[config.mk]
export PLATFORM = sky130hd
export DESIGN_NAME = load_store_unit
export DESIGN_NICKNAME = d
export VERILOG_FILES = /design/src/rtl/lsu_pkg.sv /design/src/rtl/lsu_lane_align.sv /design/src/rtl/load_store_unit.sv
export SDC_FILE = /design/constraint.sdc
export NUM_CORES = 1
export LEC_CHECK = 0
export BUFFER_PORTS_ARGS = -buffer_cell sky130_fd_sc_hd__buf_2
export CORE_ASPECT_RATIO = 1.1
export CORE_MARGIN = 5
export CORE_UTILIZATION = 54
export DETAILED_ROUTE_END_ITERATION = 6
export HOLD_SLACK_MARGIN = 0.06
export PLACE_DENSITY = 0.9
export SETUP_SLACK_MARGIN = 0.4
export SKIP_LAST_GASP = 1
export SYNTH_ARGS = -nofsm -noshare
export SYNTH_HDL_FRONTEND = slang
export SYNTH_SLANG_ARGS = --single-unit
[constraint.sdc]
create_clock -name clk -period 10.7 [get_ports clk]
set_input_delay 0.535 -clock clk [delete_from_list [all_inputs] [get_ports clk]]
set_output_delay 0.535 -clock clk [all_outputs]
set_load 0.01 [all_outputs]
[src/rtl/lsu_pkg.sv]
// Shared definitions for the load/store unit: access sizes, funct3 decode
// positions, FSM state encoding and byte-lane geometry.
package lsu_pkg;

  localparam int DWORD_W   = 64;
  localparam int BYTE_W    = 8;
  localparam int LANE_BITS = 3;

  // funct3[1:0] selects the access size and funct3[2] selects zero extension.
  localparam logic [1:0] SIZE_B = 2'd0;
  localparam logic [1:0] SIZE_H = 2'd1;
  localparam logic [1:0] SIZE_W = 2'd2;
  localparam logic [1:0] SIZE_D = 2'd3;
  localparam int         F3_UNSIGNED_BIT = 2;

  typedef enum logic [2:0] {
    ST_IDLE   = 3'd0,
    ST_LOAD   = 3'd1,
    ST_STORE  = 3'd2,
    ST_RMW_RD = 3'd3,
    ST_RMW_WR = 3'd4,
    ST_RESP   = 3'd5
  } lsu_state_t;

  // Low address bits that must be zero for an access of the given size.
  function automatic logic [LANE_BITS-1:0] size_offset_mask(input logic [1:0] size);
    case (size)
      SIZE_B:  size_offset_mask = 3'b000;
      SIZE_H:  size_offset_mask = 3'b001;
      SIZE_W:  size_offset_mask = 3'b011;
      default: size_offset_mask = 3'b111;
    endcase
  endfunction

endpackage

[src/rtl/lsu_lane_align.sv]
// Byte-lane steering between a 64-bit memory doubleword and the register
// file: extracts and extends load data, and merges partial store data into
// a previously read doubleword.
module lsu_lane_align
  import lsu_pkg::*;
(
  input  logic [DWORD_W-1:0]   read_word,
  input  logic [DWORD_W-1:0]   old_word,
  input  logic [DWORD_W-1:0]   store_data,
  input  logic [LANE_BITS-1:0] offset,
  input  logic [1:0]           size,
  input  logic                 is_unsigned,
  output logic [DWORD_W-1:0]   load_result,
  output logic [DWORD_W-1:0]   merged_word
);

  logic [5:0]         bit_shift;
  logic [DWORD_W-1:0] shifted;
  logic [DWORD_W-1:0] size_mask;
  logic [DWORD_W-1:0] lane_mask;

  assign bit_shift = {offset, 3'b000};

  // Shift the addressed lane down to bit 0 and extend it to a full register.
  always_comb begin
    shifted     = read_word >> bit_shift;
    load_result = shifted;
    case (size)
      SIZE_B: load_result = is_unsigned ? {56'd0, shifted[7:0]}
                                        : {{56{shifted[7]}}, shifted[7:0]};
      SIZE_H: load_result = is_unsigned ? {48'd0, shifted[15:0]}
                                        : {{48{shifted[15]}}, shifted[15:0]};
      SIZE_W: load_result = is_unsigned ? {32'd0, shifted[31:0]}
                                        : {{32{shifted[31]}}, shifted[31:0]};
      default: load_result = shifted;
    endcase
  end

  // Replace only the addressed bytes of the old doubleword with store data.
  always_comb begin
    size_mask = '1;
    case (size)
      SIZE_B:  size_mask = 64'h0000_0000_0000_00FF;
      SIZE_H:  size_mask = 64'h0000_0000_0000_FFFF;
      SIZE_W:  size_mask = 64'h0000_0000_FFFF_FFFF;
      default: size_mask = '1;
    endcase
    lane_mask   = size_mask << bit_shift;
    merged_word = (old_word & ~lane_mask) | ((store_data << bit_shift) & lane_mask);
  end

endmodule

[src/rtl/load_store_unit.sv]
// RV64 load/store unit between EX/MEM and a byte-addressed 64-bit data
// memory. Every access is turned into an aligned doubleword access;
// sub-doubleword stores go through a read-modify-write sequence.
// Optional build macro MISALIGN_TRAP_EN: misaligned accesses skip memory
// and complete with resp_misalign set. Without it, the low address bits
// below the access size are ignored.
module load_store_unit
  import lsu_pkg::*;
#(
  parameter int XLEN = 64,
  parameter int RD_W = 5
) (
  input  logic            clk,
  input  logic            reset,
  input  logic            req_valid,
  output logic            req_ready,
  input  logic [XLEN-1:0] req_addr,
  input  logic [XLEN-1:0] req_wdata,
  input  logic            req_we,
  input  logic            req_re,
  input  logic [2:0]      req_funct3,
  input  logic [RD_W-1:0] req_rd,
  output logic [XLEN-1:0] mem_address,
  output logic [XLEN-1:0] mem_write_data,
  output logic            mem_write,
  output logic            mem_read,
  input  logic [XLEN-1:0] mem_read_data,
  output logic            resp_valid,
  output logic [XLEN-1:0] resp_data,
  output logic [RD_W-1:0] resp_rd,
  output logic            resp_misalign,
  output logic            busy
);

  lsu_state_t state, next_state;

  logic [XLEN-1:0] addr_q;
  logic [XLEN-1:0] wdata_q;
  logic [XLEN-1:0] rmw_q;
  logic [XLEN-1:0] resp_data_q;
  logic [2:0]      funct3_q;
  logic [RD_W-1:0] rd_q;
  logic            misalign_q;

  logic            accept;
  logic            trap_hit;
  logic [XLEN-1:0] aligned_addr;
  logic [XLEN-1:0] load_result;
  logic [XLEN-1:0] merged_word;

  assign accept = req_valid & req_ready;

  // Low bits below the access size are dropped so the lane offset is always aligned.
  assign aligned_addr = {req_addr[XLEN-1:3],
                         req_addr[2:0] & ~size_offset_mask(req_funct3[1:0])};

`ifdef MISALIGN_TRAP_EN
  assign trap_hit = (req_we | req_re) &
                    ((req_addr[2:0] & size_offset_mask(req_funct3[1:0])) != 3'b000);
`else
  assign trap_hit = 1'b0;
`endif

  lsu_lane_align u_lane_align (
    .read_word   (mem_read_data),
    .old_word    (rmw_q),
    .store_data  (wdata_q),
    .offset      (addr_q[2:0]),
    .size        (funct3_q[1:0]),
    .is_unsigned (funct3_q[F3_UNSIGNED_BIT]),
    .load_result (load_result),
    .merged_word (merged_word)
  );

  // State register; reset abandons any in-flight access immediately.
  always_ff @(posedge clk or posedge reset) begin
    if (reset) state <= ST_IDLE;
    else       state <= next_state;
  end

  // Sequencing: one request per IDLE visit, every request ends in a single RESP cycle.
  always_comb begin
    next_state = state;
    case (state)
      ST_IDLE: begin
        if (accept) begin
          if (trap_hit)                             next_state = ST_RESP;
          else if (req_we && req_funct3[1:0] == SIZE_D) next_state = ST_STORE;
          else if (req_we)                          next_state = ST_RMW_RD;
          else if (req_re)                          next_state = ST_LOAD;
          else                                      next_state = ST_RESP;
        end
      end
      ST_LOAD:   next_state = ST_RESP;
      ST_STORE:  next_state = ST_RESP;
      ST_RMW_RD: next_state = ST_RMW_WR;
      ST_RMW_WR: next_state = ST_RESP;
      ST_RESP:   next_state = ST_IDLE;
      default:   next_state = ST_IDLE;
    endcase
  end

  // Memory strobes and handshake outputs decoded from the current state.
  always_comb begin
    req_ready      = 1'b0;
    mem_read       = 1'b0;
    mem_write      = 1'b0;
    mem_write_data = '0;
    resp_valid     = 1'b0;
    case (state)
      ST_IDLE:   req_ready = 1'b1;
      ST_LOAD:   mem_read  = 1'b1;
      ST_RMW_RD: mem_read  = 1'b1;
      ST_STORE: begin
        mem_write      = 1'b1;
        mem_write_data = wdata_q;
      end
      ST_RMW_WR: begin
        mem_write      = 1'b1;
        mem_write_data = merged_word;
      end
      ST_RESP:   resp_valid = 1'b1;
      default:   req_ready  = 1'b0;
    endcase
  end

  // Request capture at accept, load result capture in LOAD, old doubleword capture in RMW_RD.
  always_ff @(posedge clk or posedge reset) begin
    if (reset) begin
      addr_q      <= '0;
      wdata_q     <= '0;
      rmw_q       <= '0;
      resp_data_q <= '0;
      funct3_q    <= '0;
      rd_q        <= '0;
      misalign_q  <= 1'b0;
    end else begin
      if (accept) begin
        addr_q      <= aligned_addr;
        wdata_q     <= req_wdata;
        funct3_q    <= req_funct3;
        rd_q        <= req_rd;
        misalign_q  <= trap_hit;
        resp_data_q <= '0;
      end
      if (state == ST_LOAD)   resp_data_q <= load_result;
      if (state == ST_RMW_RD) rmw_q       <= mem_read_data;
    end
  end

  assign mem_address   = {addr_q[XLEN-1:3], 3'b000};
  assign resp_data     = resp_data_q;
  assign resp_rd       = rd_q;
  assign resp_misalign = misalign_q;
  assign busy          = ~req_ready;

endmodule

== Word level (Yosys, flattened, before mapping) ==
Cells that the tools add are included.
Storage, ports and cells
  output and inout port bits: 203
  flip-flop bits (word level): 267
Operators by class
  equality and inequality tests: 11
  bitwise logic cells: 8
  multiplexer cells: 18
  reductions and logical operators: 8
  shifts and indexed selects: 3
Operators by type and width (number)
  $pmux W64 S3: 2
  $mux W64: 5
  $and A64 B64 Y64: 2
  $pmux W64 S2: 1
  $shl A64 B6 Y64: 2
  $not A64 Y64: 1
  $or A64 B64 Y64: 1
  $shr A64 B6 Y64: 1
  $pmux W3 S3: 2
  $mux W3: 4
  $eq A2 B2 Y1 const B: 3
  $eq A3 B2 Y1 const B: 2
  $eq A3 B3 Y1 const B: 2
  $eq A2 B1 Y1 const B: 2
  $logic_not A2 Y1: 2
  $mux W1: 4
  $reduce_or A2 Y1: 2
  $and A3 B3 Y3: 1
  $eq A3 B1 Y1 const B: 1
  $logic_not A3 Y1: 1
  $not A3 Y3: 1
  $reduce_or A3 Y1: 1
  $ne A2 B2 Y1 const B: 1
  $reduce_bool A2 Y1: 1
  3 further kinds: 3

== Longest topological paths before layout ==
  depth in word-level cells: 7
  mapped depth: 9
  mapped depth without buffers: 5

== Hierarchy ==
Synthesis repeated with hierarchy kept, for this count alone.
Second synthesis, totals
  cell total of the unflattened synthesis: 1473
  area total of the unflattened synthesis: 15803.9 um^2
By module, submodules not included
  load_store_unit: cells an instance 878, area an instance 11294.6 um^2, times used 1
  lsu_lane_align: cells an instance 595, area an instance 4509.3 um^2, times used 1

== Least setup slack after synthesis ==
No wires, ideal clock.
  path type: register to output
  start: register addr_q[1]
  end: output port mem_write_data[16]
  arrival: 1782 ps
  setup slack: 8383 ps
  stages on the path, launching flop included: 9
  cells stage by stage: dfrtp_1 buf_6 buf_6 buf_6 buf_4 a211o_1 buf_2 mux2i_1 o21ai_0
On the way
  longest elaborated chain between the ends: 5
  elaborated cells between the ends (all ways): 7
  classes of those cells: shift: 2; mux: 1; bitwise: 4
Ends and longest elaborated chain
  from (decl): line load_store_unit.sv:37  | logic [XLEN-1:0] addr_q;
  from (signal assigned): line load_store_unit.sv:139  | addr_q <= aligned_addr;
  $shl A64 B6 Y64: line lsu_lane_align.sv:48  | lane_mask = size_mask << bit_shift;
  $not A64 Y64: line lsu_lane_align.sv:49  | merged_word = (old_word & ~lane_mask) | ((store_data << bit_shift) & lane_mask);
  $and A64 B64 Y64: line lsu_lane_align.sv:49
  $or A64 B64 Y64 (*): line lsu_lane_align.sv:49
  $pmux W64 S2 (*): line load_store_unit.sv:110  | case (state)
  to (decl): line load_store_unit.sv:24  | output logic [XLEN-1:0] mem_write_data,
Every way passes the cells marked *; elsewhere a longest branch is shown, timed or not.

== Worst setup path after layout ==
  start: register addr_q[0]
  end: output port mem_write_data[62]
The elaborated chain is that of the path after synthesis.

==> summary.txt <==
Critical path
  • Critical Path, Cell by Cell: buf_4 > buf_4 > o21ai_1 > a2bb2oi_2 > o21ai_0 > a21oi_1 > a21o_1 > buf_2
  • Worst R2R End: resp_data[48]
  • Reg2reg path depth: 7
  • CP arrival: around 4.5 ns
  • Worst Path Max Fanout: 78
  • Crit path top cell by count: buf_4
  • Critical path's largest stage delay: between 0.9 and 1 ns
  • Slowest CP cell: buf_4
  • Delay-heaviest family, CP: buffers and inverters
  • FF-to-FF Start: addr_q[0]
  • CP Buf/Inv Count: 3
  • Flop2flop setup slack: between 6 and 7 ns
  • CP Capture Type: primary output
  • Crit Path Class: flop to primary output
  • Startpoint types: flop
  • Worst path required time: roughly 10 ns

Routing
  • Final WL: 55,700 um
  • Post-DR wirelength/cell: 23.6 um
  • DR vias/cell: 6.10
  • Final ANT Viol Nets: 0
  • Initial DRC count: approximately 1,700
  • Vias after detailed routing: between 10,000 and 15,000
  • First-pass DRT Iterations: 6
  • Residual DRC: 0

GRT
  • Global-route wire length before repair: approximately 84,000 um
  • GR Overflow Total: 0
  • Global-route usage over all layers: roughly 33%
  • Largest net degree at the start of global routing: between 100 and 150
  • Antenna violations before repair: 5
  • Vias in the first global route: 14,134

Final layout
  • Area of the multi-input gates: just under 8000 sq um
  • Share of layout cells above drive strength 1: roughly 30%
  • FF+latch area: approximately 6700 sq um
  • Most frequent cells in the layout: nand2_1 (542), buf_2 (403), dfrtp_1 (264), mux2i_1 (190), o21ai_0 (135)
  • Area grow syn2layout: 15.5%
  • Nets: roughly 2,200
  • Most common cell after layout, fill and taps aside: nand2_1
  • Fillcell total: 2,381

CTS
  • Total CTS buffers: 28
  • Post-cts sizing count: 0
  • CTS clk-pin slew, worst paths: 0.07 ns
  • Hold_buf cts: 0
  • Post-CTS Setup Bufs: 0
  • Root Buffer Master: clkbuf_16
  • CTS tree: done
  • Worst skew pair latency: ~0.56 ns
  • TritonCTS Sinks: between 200 and 300
  • H-tree Lvls: 1
  • Clock tree buffer depth: 3

Synth
  • Warnings from Yosys: 0
  • Ranking of synthesized cells by area: dfrtp_1 (43%), nand2_1 (13%), mux2i_1 (12%)
  • Area leader, netlist: dfrtp_1
  • Most common flop cell mapped by yosys: dfrtp_1
  • Post-synth EDFFs: 0
  • Seq cells post-synth: between 200 and 300
  • Async S/R FF share, synth: 100%
  • Synth unique cells: around 60
  • Avg Cell Area, Syn: around 9.2 sq um
  • Synthesized cell area: 15,700 sq um
  • Mapped Cells: ~1,700
  • Yosys top cell area share: a little over two fifths
  • Register area share after synthesis: 42.7%

Timing
  • Final Hold Viols: 0
  • Final setup fails: 0
  • Final setup TNS: 0 ns
  • Fmax: between 150 and 200 MHz
  • Worst hold margin: about 0.11 ns
  • Final period util: a little under half
  • Relative slew slack: 23.2%
  • Worst Tran Pin Value: about 1.1 ns
  • RSZ-0062 raised after global routing: false
  • Final Skew: ~0.028 ns
  • Fin crit period: between 5 and 6 ns
  • Final Max Slew Viols: 0

Power
  • Sw Ratio: between 40 and 50%
  • VDD IR-drop max: between 0.00015 and 0.0002 V
  • Cell internal pwr: roughly 3.3 mW
  • Leakage power: a little under 9 nW
  • Combinational Power Share: 49.6%
  • P_sw: 2.73 mW
  • Reg power frac: roughly a third
  • Cell Pwr Density: around 330 nW/um^2
  • Clock power share: 16.2%

Flow run
  • Max-cap violations: 0

Die
  • Die width: 172 um
  • Die area: approximately 32,000 sq um
  • Starting Density: a little over half
  • Core area: 28,600 sq um
  • I/O pins: 408
  • Die height: 189 um
  • Placement Rows: 65

Placed design
  • Final HPWL DP: 40,700 um
  • PortBufs: between 400 and 500
  • Final GP Congestion: 1.03

Hold path
  • Worst Hold Class: input pin to asynchronous set/reset pin

Run status
  • Outcome: finished clean
## synthesized netlist by cell type, types with 8 or more instances
master and instances:
a2bb2oi_1 15, o21ai_1 20, o22ai_1 31, mux2_2 78, nor2b_1 18, nand2_1 544, clkbuf_1 62, and2_1 11
o21ai_0 135, a21o_1 11, a211oi_1 22, dfrtp_1 267, buf_4 76, a21oi_1 28, mux2i_1 190, a22oi_1 17
mux4_2 17, a22o_1 9, o211ai_1 14, buf_2 49, nor2_1 12, o2bb2ai_1 8
## worst max path at each step
stage / startpoint / end / cells past startpoint
after floorplan: reset / addr_q[0] / 1
after global placement: addr_q[0] / mem_write_data[62] / 8
after detailed placement: addr_q[0] / mem_write_data[62] / 8
after CTS: addr_q[0] / mem_write_data[62] / 8
after global routing: addr_q[0] / mem_write_data[62] / 8
final: addr_q[0] / mem_write_data[62] / 8
## layout make-up
cell class	count	area share, %
Clock buffer	37	4.29
Timing Repair Buffer	417	11.7
Clock inverter	12	0.678
Inverter	5	0.145
Antenna cell	5	0.0692
Multi-Input combinational cell	1244	43.5
Tap cell	368	2.55
Sequential cell	267	37.0
## power groups by stage
stage	logic, mW	clock network (mW)	registers [mW]
floorplan	2.27	0	1.77
global placement	2.85	0	2.00
detailed placement	2.93	0	2.01
CTS	2.95	0.977	2.00
global route	3.22	1.03	2.08
finish	2.97	0.967	2.05
## registers in the layout, summed over array words and instances, names as in the netlist
signal,cells
addr_q,64
resp_data,64
rmw_q,64
wdata_q,64
resp_rd,5
funct3_q,3
state,3
## cell families after synthesis
family | count (synthesis) | share of synthesized area [%]
and+or+nand+nor | 615 | 15.8
AOI/OAI and AO/OA | 340 | 13.9
muxes | 285 | 20.2
DFF | 267 | 42.7
buffers and inverters | 201 | 7.38
other | 1 | 0.0240
## through the flow
step           cells  util (%)  power, mW  area [sq um]  worst slack, ns
2_1_floorplan   1712         -       4.04         15700             2.81
3_3_place_gp    2301      60.0       4.85         17200             6.38
3_5_place_dp    2301      60.0       4.94         17200             6.23
4_1_cts         2350      63.1       5.93         18100             5.65
5_1_grt         2353      63.1       6.33         18100             5.39
6_report        2355      63.1       5.98         18100             5.66
## per-layer routing
layer	vias to the layer above	routed length (um)	global-route usage, %
met2	905	25400	51.9
li1	6339	-	-
met3	194	6100	7.95
met5	-	8	0
met1	6920	20700	42.9
met4	2	3450	17.2
Power figures use the tool's default switching activity.
